--- config.mk ---
export PLATFORM = sky130hd
export DESIGN_NAME = scalar_mem_ctrl_flat
export DESIGN_NICKNAME = d
export VERILOG_FILES = /design/src/rtl/scalar_mem_ctrl_pkg.sv /design/src/rtl/scalar_mem_ctrl_if.sv /design/src/rtl/scalar_mem_ctrl.sv /design/src/flat_wrapper.sv
export SDC_FILE = /design/constraint.sdc
export NUM_CORES = 1
export LEC_CHECK = 0
export CORE_UTILIZATION = 42
export CTS_CLUSTER_SIZE = 30
export DETAILED_ROUTE_END_ITERATION = 16
export PLACE_DENSITY = 0.8
export SLEW_MARGIN = 20
export SYNTH_ARGS = -nofsm -noshare
export SYNTH_HDL_FRONTEND = slang
export SYNTH_SLANG_ARGS = --single-unit
--- constraint.sdc ---
create_clock -name clk -period 2.5 [get_ports clk]
set_input_delay 0.5 -clock clk [delete_from_list [all_inputs] [get_ports clk]]
set_output_delay 0.5 -clock clk [all_outputs]
set_load 0.01 [all_outputs]
--- src/rtl/scalar_mem_ctrl_pkg.sv ---
`default_nettype none
// +--------------------------------------------------------------------------+
// | scalar_mem_pkg : shared widths, FSM state encoding and request record     |
// | Revision: 1.0                                                              |
// +--------------------------------------------------------------------------+
package scalar_mem_pkg;

  localparam int ADDR_WIDTH = 24;
  localparam int DATA_WIDTH = 24;
  localparam int MEM_DEPTH  = 65536;

  typedef enum logic [1:0] {
    IDLE  = 2'd0,
    WRITE = 2'd1,
    READ  = 2'd2,
    RESP  = 2'd3
  } mem_state_t;

  typedef struct packed {
    logic                  we;
    logic [ADDR_WIDTH-1:0] addr;
    logic [DATA_WIDTH-1:0] wdata;
  } mem_req_t;

endpackage
`default_nettype wire

--- src/rtl/scalar_mem_ctrl_if.sv ---
`default_nettype none
// +--------------------------------------------------------------------------+
// | scalar_mem_ctrl_if : MEM-stage request/response handshake bundle         |
// | Revision: 1.0                                                              |
// +--------------------------------------------------------------------------+
interface scalar_mem_ctrl_if #(
  parameter int ADDR_WIDTH = scalar_mem_pkg::ADDR_WIDTH,
  parameter int DATA_WIDTH = scalar_mem_pkg::DATA_WIDTH
);

  logic                  req_valid;
  logic                  req_ready;
  logic                  req_we;
  logic [ADDR_WIDTH-1:0] req_addr;
  logic [DATA_WIDTH-1:0] req_wdata;
  logic                  resp_valid;
  logic                  resp_ready;
  logic [DATA_WIDTH-1:0] resp_rdata;
  logic                  resp_err;

  modport master (
    output req_valid, req_we, req_addr, req_wdata, resp_ready,
    input  req_ready, resp_valid, resp_rdata, resp_err
  );

  modport slave (
    input  req_valid, req_we, req_addr, req_wdata, resp_ready,
    output req_ready, resp_valid, resp_rdata, resp_err
  );

endinterface
`default_nettype wire

--- src/rtl/scalar_mem_ctrl.sv ---
`default_nettype none
// +--------------------------------------------------------------------------+
// | scalar_mem_ctrl : one-at-a-time load/store sequencer for the scalar RAM   |
// | Revision: 1.0                                                              |
// +--------------------------------------------------------------------------+
module scalar_mem_ctrl #(
  parameter int ADDR_WIDTH   = scalar_mem_pkg::ADDR_WIDTH,
  parameter int DATA_WIDTH   = scalar_mem_pkg::DATA_WIDTH,
  parameter int MEM_DEPTH    = scalar_mem_pkg::MEM_DEPTH,
  parameter int READ_LATENCY = 2
) (
  input  wire logic                  clk,
  input  wire logic                  rst,
  scalar_mem_ctrl_if.slave           bus,
  output logic      [ADDR_WIDTH-1:0] ram_address,
  output logic      [DATA_WIDTH-1:0] ram_data,
  output logic                       ram_rden,
  output logic                       ram_wren,
  input  wire logic [DATA_WIDTH-1:0] ram_q
);

  import scalar_mem_pkg::*;

  localparam int CNT_W = $clog2(READ_LATENCY + 1);

  typedef logic [CNT_W-1:0]   cnt_t;
  typedef logic [ADDR_WIDTH:0] addr_ext_t;

  localparam cnt_t      c_cnt_last = cnt_t'(READ_LATENCY);
  localparam addr_ext_t c_depth    = addr_ext_t'(MEM_DEPTH);

  mem_state_t            state_q;
  cnt_t                  cnt_q;
  logic [ADDR_WIDTH-1:0] addr_q;
  logic [DATA_WIDTH-1:0] wdata_q;
  logic [DATA_WIDTH-1:0] rdata_q;
  logic                  err_q;

  always_ff @(posedge clk) begin
    if (rst) begin
      state_q <= IDLE;
      cnt_q   <= '0;
      addr_q  <= '0;
      wdata_q <= '0;
      rdata_q <= '0;
      err_q   <= 1'b0;
    end else begin
      case (state_q)
        IDLE: begin
          if (bus.req_valid) begin
            addr_q  <= bus.req_addr;
            wdata_q <= bus.req_wdata;
            cnt_q   <= '0;
            rdata_q <= '0;
            // Out-of-range requests skip the RAM entirely and answer at once.
            if ({1'b0, bus.req_addr} >= c_depth) begin
              err_q   <= 1'b1;
              state_q <= RESP;
            end else begin
              err_q   <= 1'b0;
              state_q <= bus.req_we ? WRITE : READ;
            end
          end
        end
        WRITE: begin
          state_q <= RESP;
        end
        READ: begin
          cnt_q <= cnt_q + cnt_t'(1);
          if (cnt_q == c_cnt_last) begin
            rdata_q <= ram_q;
            state_q <= RESP;
          end
        end
        RESP: begin
          if (bus.resp_ready) begin
            state_q <= IDLE;
          end
        end
        default: begin
          state_q <= IDLE;
        end
      endcase
    end
  end

  // Every output is forced quiet while reset is asserted, even before the first edge.
  assign bus.req_ready  = !rst && (state_q == IDLE);
  assign bus.resp_valid = !rst && (state_q == RESP);
  assign bus.resp_rdata = rst ? '0 : rdata_q;
  assign bus.resp_err   = !rst && err_q;

  assign ram_wren    = !rst && (state_q == WRITE);
  assign ram_rden    = !rst && (state_q == READ);
  assign ram_address = rst ? '0 : addr_q;
  assign ram_data    = rst ? '0 : wdata_q;

endmodule
`default_nettype wire

--- src/flat_wrapper.sv ---
// flat-port wrapper written by rule: the top's interface ports become plain ports
module scalar_mem_ctrl_flat import scalar_mem_pkg::*;
#(
  parameter int ADDR_WIDTH   = scalar_mem_pkg::ADDR_WIDTH,
  parameter int DATA_WIDTH   = scalar_mem_pkg::DATA_WIDTH,
  parameter int MEM_DEPTH    = scalar_mem_pkg::MEM_DEPTH,
  parameter int READ_LATENCY = 2
)
  (clk, rst, ram_address, ram_data, ram_rden, ram_wren, ram_q, bus_req_valid, bus_req_we, bus_req_addr, bus_req_wdata, bus_resp_ready, bus_req_ready, bus_resp_valid, bus_resp_rdata, bus_resp_err);
  scalar_mem_ctrl_if #(.ADDR_WIDTH(ADDR_WIDTH), .DATA_WIDTH(DATA_WIDTH)) bus_i ();
  input  wire logic clk;
  input  wire logic rst;
  output logic      [ADDR_WIDTH-1:0] ram_address;
  output logic      [DATA_WIDTH-1:0] ram_data;
  output logic ram_rden;
  output logic ram_wren;
  input  wire logic [DATA_WIDTH-1:0] ram_q;
  input wire logic [$bits(bus_i.req_valid)-1:0] bus_req_valid;
  input wire logic [$bits(bus_i.req_we)-1:0] bus_req_we;
  input wire logic [$bits(bus_i.req_addr)-1:0] bus_req_addr;
  input wire logic [$bits(bus_i.req_wdata)-1:0] bus_req_wdata;
  input wire logic [$bits(bus_i.resp_ready)-1:0] bus_resp_ready;
  output wire logic [$bits(bus_i.req_ready)-1:0] bus_req_ready;
  output wire logic [$bits(bus_i.resp_valid)-1:0] bus_resp_valid;
  output wire logic [$bits(bus_i.resp_rdata)-1:0] bus_resp_rdata;
  output wire logic [$bits(bus_i.resp_err)-1:0] bus_resp_err;
  assign bus_i.req_valid = bus_req_valid;
  assign bus_i.req_we = bus_req_we;
  assign bus_i.req_addr = bus_req_addr;
  assign bus_i.req_wdata = bus_req_wdata;
  assign bus_i.resp_ready = bus_resp_ready;
  assign bus_req_ready = bus_i.req_ready;
  assign bus_resp_valid = bus_i.resp_valid;
  assign bus_resp_rdata = bus_i.resp_rdata;
  assign bus_resp_err = bus_i.resp_err;
  scalar_mem_ctrl #(.ADDR_WIDTH(ADDR_WIDTH), .DATA_WIDTH(DATA_WIDTH), .MEM_DEPTH(MEM_DEPTH), .READ_LATENCY(READ_LATENCY)) u_core (.clk(clk), .rst(rst), .bus(bus_i), .ram_address(ram_address), .ram_data(ram_data), .ram_rden(ram_rden), .ram_wren(ram_wren), .ram_q(ram_q));
endmodule
Word-level counts from Yosys, hierarchy flattened
Index checks and enable logic that the tools add are counted.

Register bits: 77. Latch bits: 0. Memory bits (writable): 0. Bits in read-only memories: 0. Input bits: 77. Logic and storage cells: 42. Memories kept: 0.

Add/sub/neg operators: 1. Multipliers: 0. Div/mod/pow operators: 0. Magnitude comparators: 1. Equality and inequality tests: 7. Shift operators: 0. Muxes and demuxes: 15. Bitwise gates (word level): 0. Reductions and logical operators: 12.

Operators with widths (number): $mux W24 (5); $pmux W24 S2 (1); $ge A24 B17 Y1 const B (1); $mux W2 (6); $pmux W2 S4 (1); $eq A2 B2 Y1 const B (3); $reduce_and A3 Y1 (2); $logic_and A1 B1 Y1 (5); $ne A2 B2 Y1 const B (2); $pmux W2 S2 (1); $reduce_and A2 Y1 (2); $add A2 B1 Y2 const B (1); $eq A2 B1 Y1 const B (1); $logic_not A2 Y1 (1); $ne A2 B1 Y1 const B (1); $reduce_bool A2 Y1 (1); $logic_not A1 Y1 (1); $mux W1 (1).

Depth between registers and ports, before layout
Word-level depth: 4. Gate-level depth with buffers: 8. Gate-level depth less buffers: 5.

Least setup slack after synthesis
OpenSTA, ideal clock, no wires.

Kind: flip-flop to flip-flop. Start: reg u_core.state_q[0]. End: reg u_core.rdata_q[10]. Setup time: 121 ps. Arrival time: 1647 ps. Required time: 2379 ps. Setup slack: 732 ps. Stages on the path, launching flop included: 7. Buffers on the path: 1. Period minus slack after synthesis: 1768 ps. Path through: dfxtp_1 > inv_1 > ha_1 > nor2b_2 > nor3_4 > buf_4 > mux2_2.

Longest elaborated chain between the ends: 3. Elaborated cells between the ends (all ways): 7.

Ends and longest elaborated chain: start: declaration (line scalar_mem_ctrl.sv:32) `mem_state_t state_q;`; start signal: assignment (line scalar_mem_ctrl.sv:61) `state_q <= bus.req_we ? WRITE : READ;`; $eq A2 B2 Y1 or $logic_not A2 Y1 (tied branches) (line scalar_mem_ctrl.sv:48) `case (state_q)`; $ne A2 B1 Y1 (no source line) (tied with other cells); $reduce_and A3 Y1 (no source line); end signal: assignment (line scalar_mem_ctrl.sv:71) `rdata_q <= ram_q;`; end: declaration (line scalar_mem_ctrl.sv:36) `logic [DATA_WIDTH-1:0] rdata_q;`.

Several ways; a longest one is shown, not always the timed one. A chain may end at the register's enable or synchronous reset.

Worst setup path after layout
Start: reg u_core.state_q[0]. End: out bus_req_ready.

Longest elaborated chain between the ends: 2.

Ends and longest elaborated chain: $logic_not A2 Y1 (line scalar_mem_ctrl.sv:88) `assign bus.req_ready = !rst && (state_q == IDLE);`; $logic_and A1 B1 Y1 (line scalar_mem_ctrl.sv:88); end: declaration (line flat_wrapper.sv:23) `output wire logic [$bits(bus_i.req_ready)-1:0] bus_req_ready;`.

Every way passes these cells.

==> impl_metrics.tcl <==
set metrics [dict create \
    hold_path_class "flop to flop" \
    path_class "flop to output pin" \
    p_leak_nw 2.017 \
    ant_nets 0 \
    setup-violations-final 0 \
    dr.pass1.iters 5 \
    die_h_um 92.81 \
    ctsResizeCount 0 \
    grt_max_degree 53 \
    multi_input_area_sq_mm 0.001775 \
    combPwrFrac 0.364 \
    synth_ff_type "dfxtp_1" \
    timing.final.crit_share 0.9499 \
    row_count 32 \
    via_per_inst 4.780 \
    num_vias 3174 \
    clock-root-buffer "clkbuf_8" \
    io_pins 154 \
    fin_area_sq_mm 0.005331 \
    reg2regPathDepth 6 \
    crit_required_ps 2000 \
    io_buffers 153 \
    numClockSinks 77 \
    worstMarginPinSlew_ps 310.5 \
    place_congestion 0.7636 \
    post_route_cells_drive_above_1_share 0.09253 \
    initial_core_util 0.4413 \
    p_per_area_mw_per_mm2 748.2 \
    cp-start-kind "flop" \
    min_period_ps 2375 \
    synthesis.nets 498 \
    synth_area_sq_mm 0.003463 \
    die_area_sq_mm 0.008613 \
    status "complete, no violations" \
    synthArstFlopShare 0 \
    nFillCells 648 \
    wl_per_cell_um 13.11 \
    postCtsSetupRepairBufs 0 \
    die_x_um 92.81 \
    switching_share 0.3100 \
    r2r_slack_ps 640 \
    drc 0 \
    relSlewSlack 0.7930 \
    fmax_ghz 0.4211 \
    netSwitchingPower_mw 1.236 \
    rsz0062_at_grt "no" \
    insertedDiodeCount 0 \
    drtIter0Drc 116 \
    min_path_cells 2 \
    cts_tree "done" \
    slew_violations 0 \
    ys_ff_latch 77 \
    regArea_sq_mm 0.001541 \
    synth_edf_count 0 \
    totalNegativeSetupSlack_ps 0 \
    pwr-share-seq 0.378 \
    synth_most_common_cell "nand2_1" \
    synth_top_cell_area_share 0.4451 \
    ir_drop_mv 0.4473 \
    end_kind "output pin" \
    grt.total_usage 0.2039 \
    clkSlewWorstSetupHoldPaths_ps 80 \
    clock_path_buffers 2 \
    clockPowerShare 0.258 \
    h-tree-depth 3 \
    routed_wl_mm 8.708 \
    fin_skew_ps 10.67 \
    syn_avg_cell_area_sq_um 8.345 \
    finalHoldViolCount 0 \
    synth_cell_types 28 \
    ys_seq_area_frac 0.4451 \
    drv_cap 0 \
    yosysTopAreaCell "dfxtp_1" \
    synth_area_leaders "dfxtp_1 (45%), nor2b_1 (14%), nand2_1 (11%)" \
    numCtsBuffers 9 \
    whs_ps 452.0 \
    internal-power_mw 2.753 \
    critPathArrivalTime_ps 1870 \
    grt_pass1_vias 3136 \
    core_sq_mm 0.007848 \
    grt_antenna_before_repair 0 \
    postSynthCellCount 415 \
    dpl-instance-area_sq_mm 0.005107 \
    yosys_warnings 0 \
    hpwlAfterDp_mm 6.303 \
    crit_fanout 7 \
    grt_pass1_wl_mm 13.99 \
    clock_latency_ps 340 \
    num-nets-final 640 \
    area_growth_pct 53.94 \
    yosys-top-cells-count "nand2_1 (99), nor2b_1 (78), dfxtp_1 (77), a21oi_1 (49), mux2_2 (23)" \
    overflow 0 \
    hold_buffers 0 \
]
-- power by group through the flow --
stage               Sequential [mW]  Combinational, mW  Clock (mW)
CTS                            1.51               1.47        1.06
global placement               1.53               1.43           0
detailed placement             1.53               1.46           0
global route                   1.53               1.59        1.12
finish                         1.51               1.45        1.03
floorplan                      1.51              0.924           0
-- placed cells by master, fill, tap and decap left out, drive strengths merged --
| cell | count |
|---|---|
| clkinv | 5 |
| or4 | 3 |
| bufinv | 2 |
| nor3 | 5 |
| o32ai | 2 |
| clkdlybuf4s50 | 152 |
| or2b | 1 |
| mux2 | 24 |
| a32oi | 1 |
| ha | 6 |
| nand2 | 99 |
| clkbuf | 9 |
| nor2 | 4 |
| a21oi | 49 |
| dfxtp | 77 |
| buf | 8 |
| and2 | 25 |
| nor4 | 1 |
| nand2b | 2 |
| inv | 5 |
| mux2i | 1 |
| nand3 | 1 |
| nor2b | 80 |
-- routing by layer --
layer	global-route usage	routed length (um)	part of all wire
met1	0.2312	3634	0.42
met2	0.3634	4463	0.51
met3	0.04598	432	0.050
met4	0.08846	178	0.020
met5	0	0	0
-- state kept, by name (all words and copies together), names as in the netlist --
signal          flops
u_core.wdata_q     24
u_core.addr_q      24
u_core.cnt_q        2
u_core.state_q      2
u_core.err_q        1
u_core.rdata_q     24
-- stage by stage --
stage | total power, mW | util | std cells | setup WS [ps]
detailed placement | 2.995 | 0.6508 | 648 | 286.1
CTS | 4.036 | 0.6794 | 664 | 84.77
floorplan | 2.430 | - | 415 | 732.0
finish | 3.989 | 0.6794 | 664 | 125.3
global route | 4.232 | 0.6794 | 664 | 4.177
global placement | 2.954 | 0.6508 | 648 | 293.2
-- final cells by class --
type,count,share of cell area
Clock inverter,7,0.01877
Tap cell,102,0.02394
Sequential cell,77,0.2891
Inverter,5,0.003520
Timing Repair Buffer,160,0.3084
Clock buffer,9,0.02323
Multi-Input combinational cell,304,0.3330
-- critical path, cell delays in order, from the launching register on --
cell	delay [ps]
dfxtp_1	350
inv_1	110
ha_1	280
nor2b_1	240
clkdlybuf4s50_1	570
-- cells by family (layout without fill, tap and decap cells) --
| kind of cell | Yosys count | after routing | synth area share |
|---|---|---|---|
| AO/OA/AOI/OAI | 52 | 52 | 0.07840 |
| adder cells (fa/ha/maj) | 6 | 6 | 0.02168 |
| buffers and inverters | 34 | 181 | 0.04263 |
| flip-flops | 77 | 77 | 0.4451 |
| multiplexers | 25 | 25 | 0.08093 |
| AND/OR/NAND/NOR | 221 | 221 | 0.3313 |
-- path summary, 6_finish.rpt --
check / from / to
hold reg to reg: u_core.addr_q[5]$_SDFFE_PP0P_ / u_core.addr_q[5]$_SDFFE_PP0P_
setup / recovery: u_core.state_q[0]$_SDFFE_PP0P_ / bus_req_ready
hold / removal: u_core.addr_q[5]$_SDFFE_PP0P_ / u_core.addr_q[5]$_SDFFE_PP0P_
setup reg to reg: u_core.state_q[0]$_SDFFE_PP0P_ / u_core.rdata_q[16]$_SDFFE_PP0P_
Note: power is estimated with default switching activity, not from simulation.
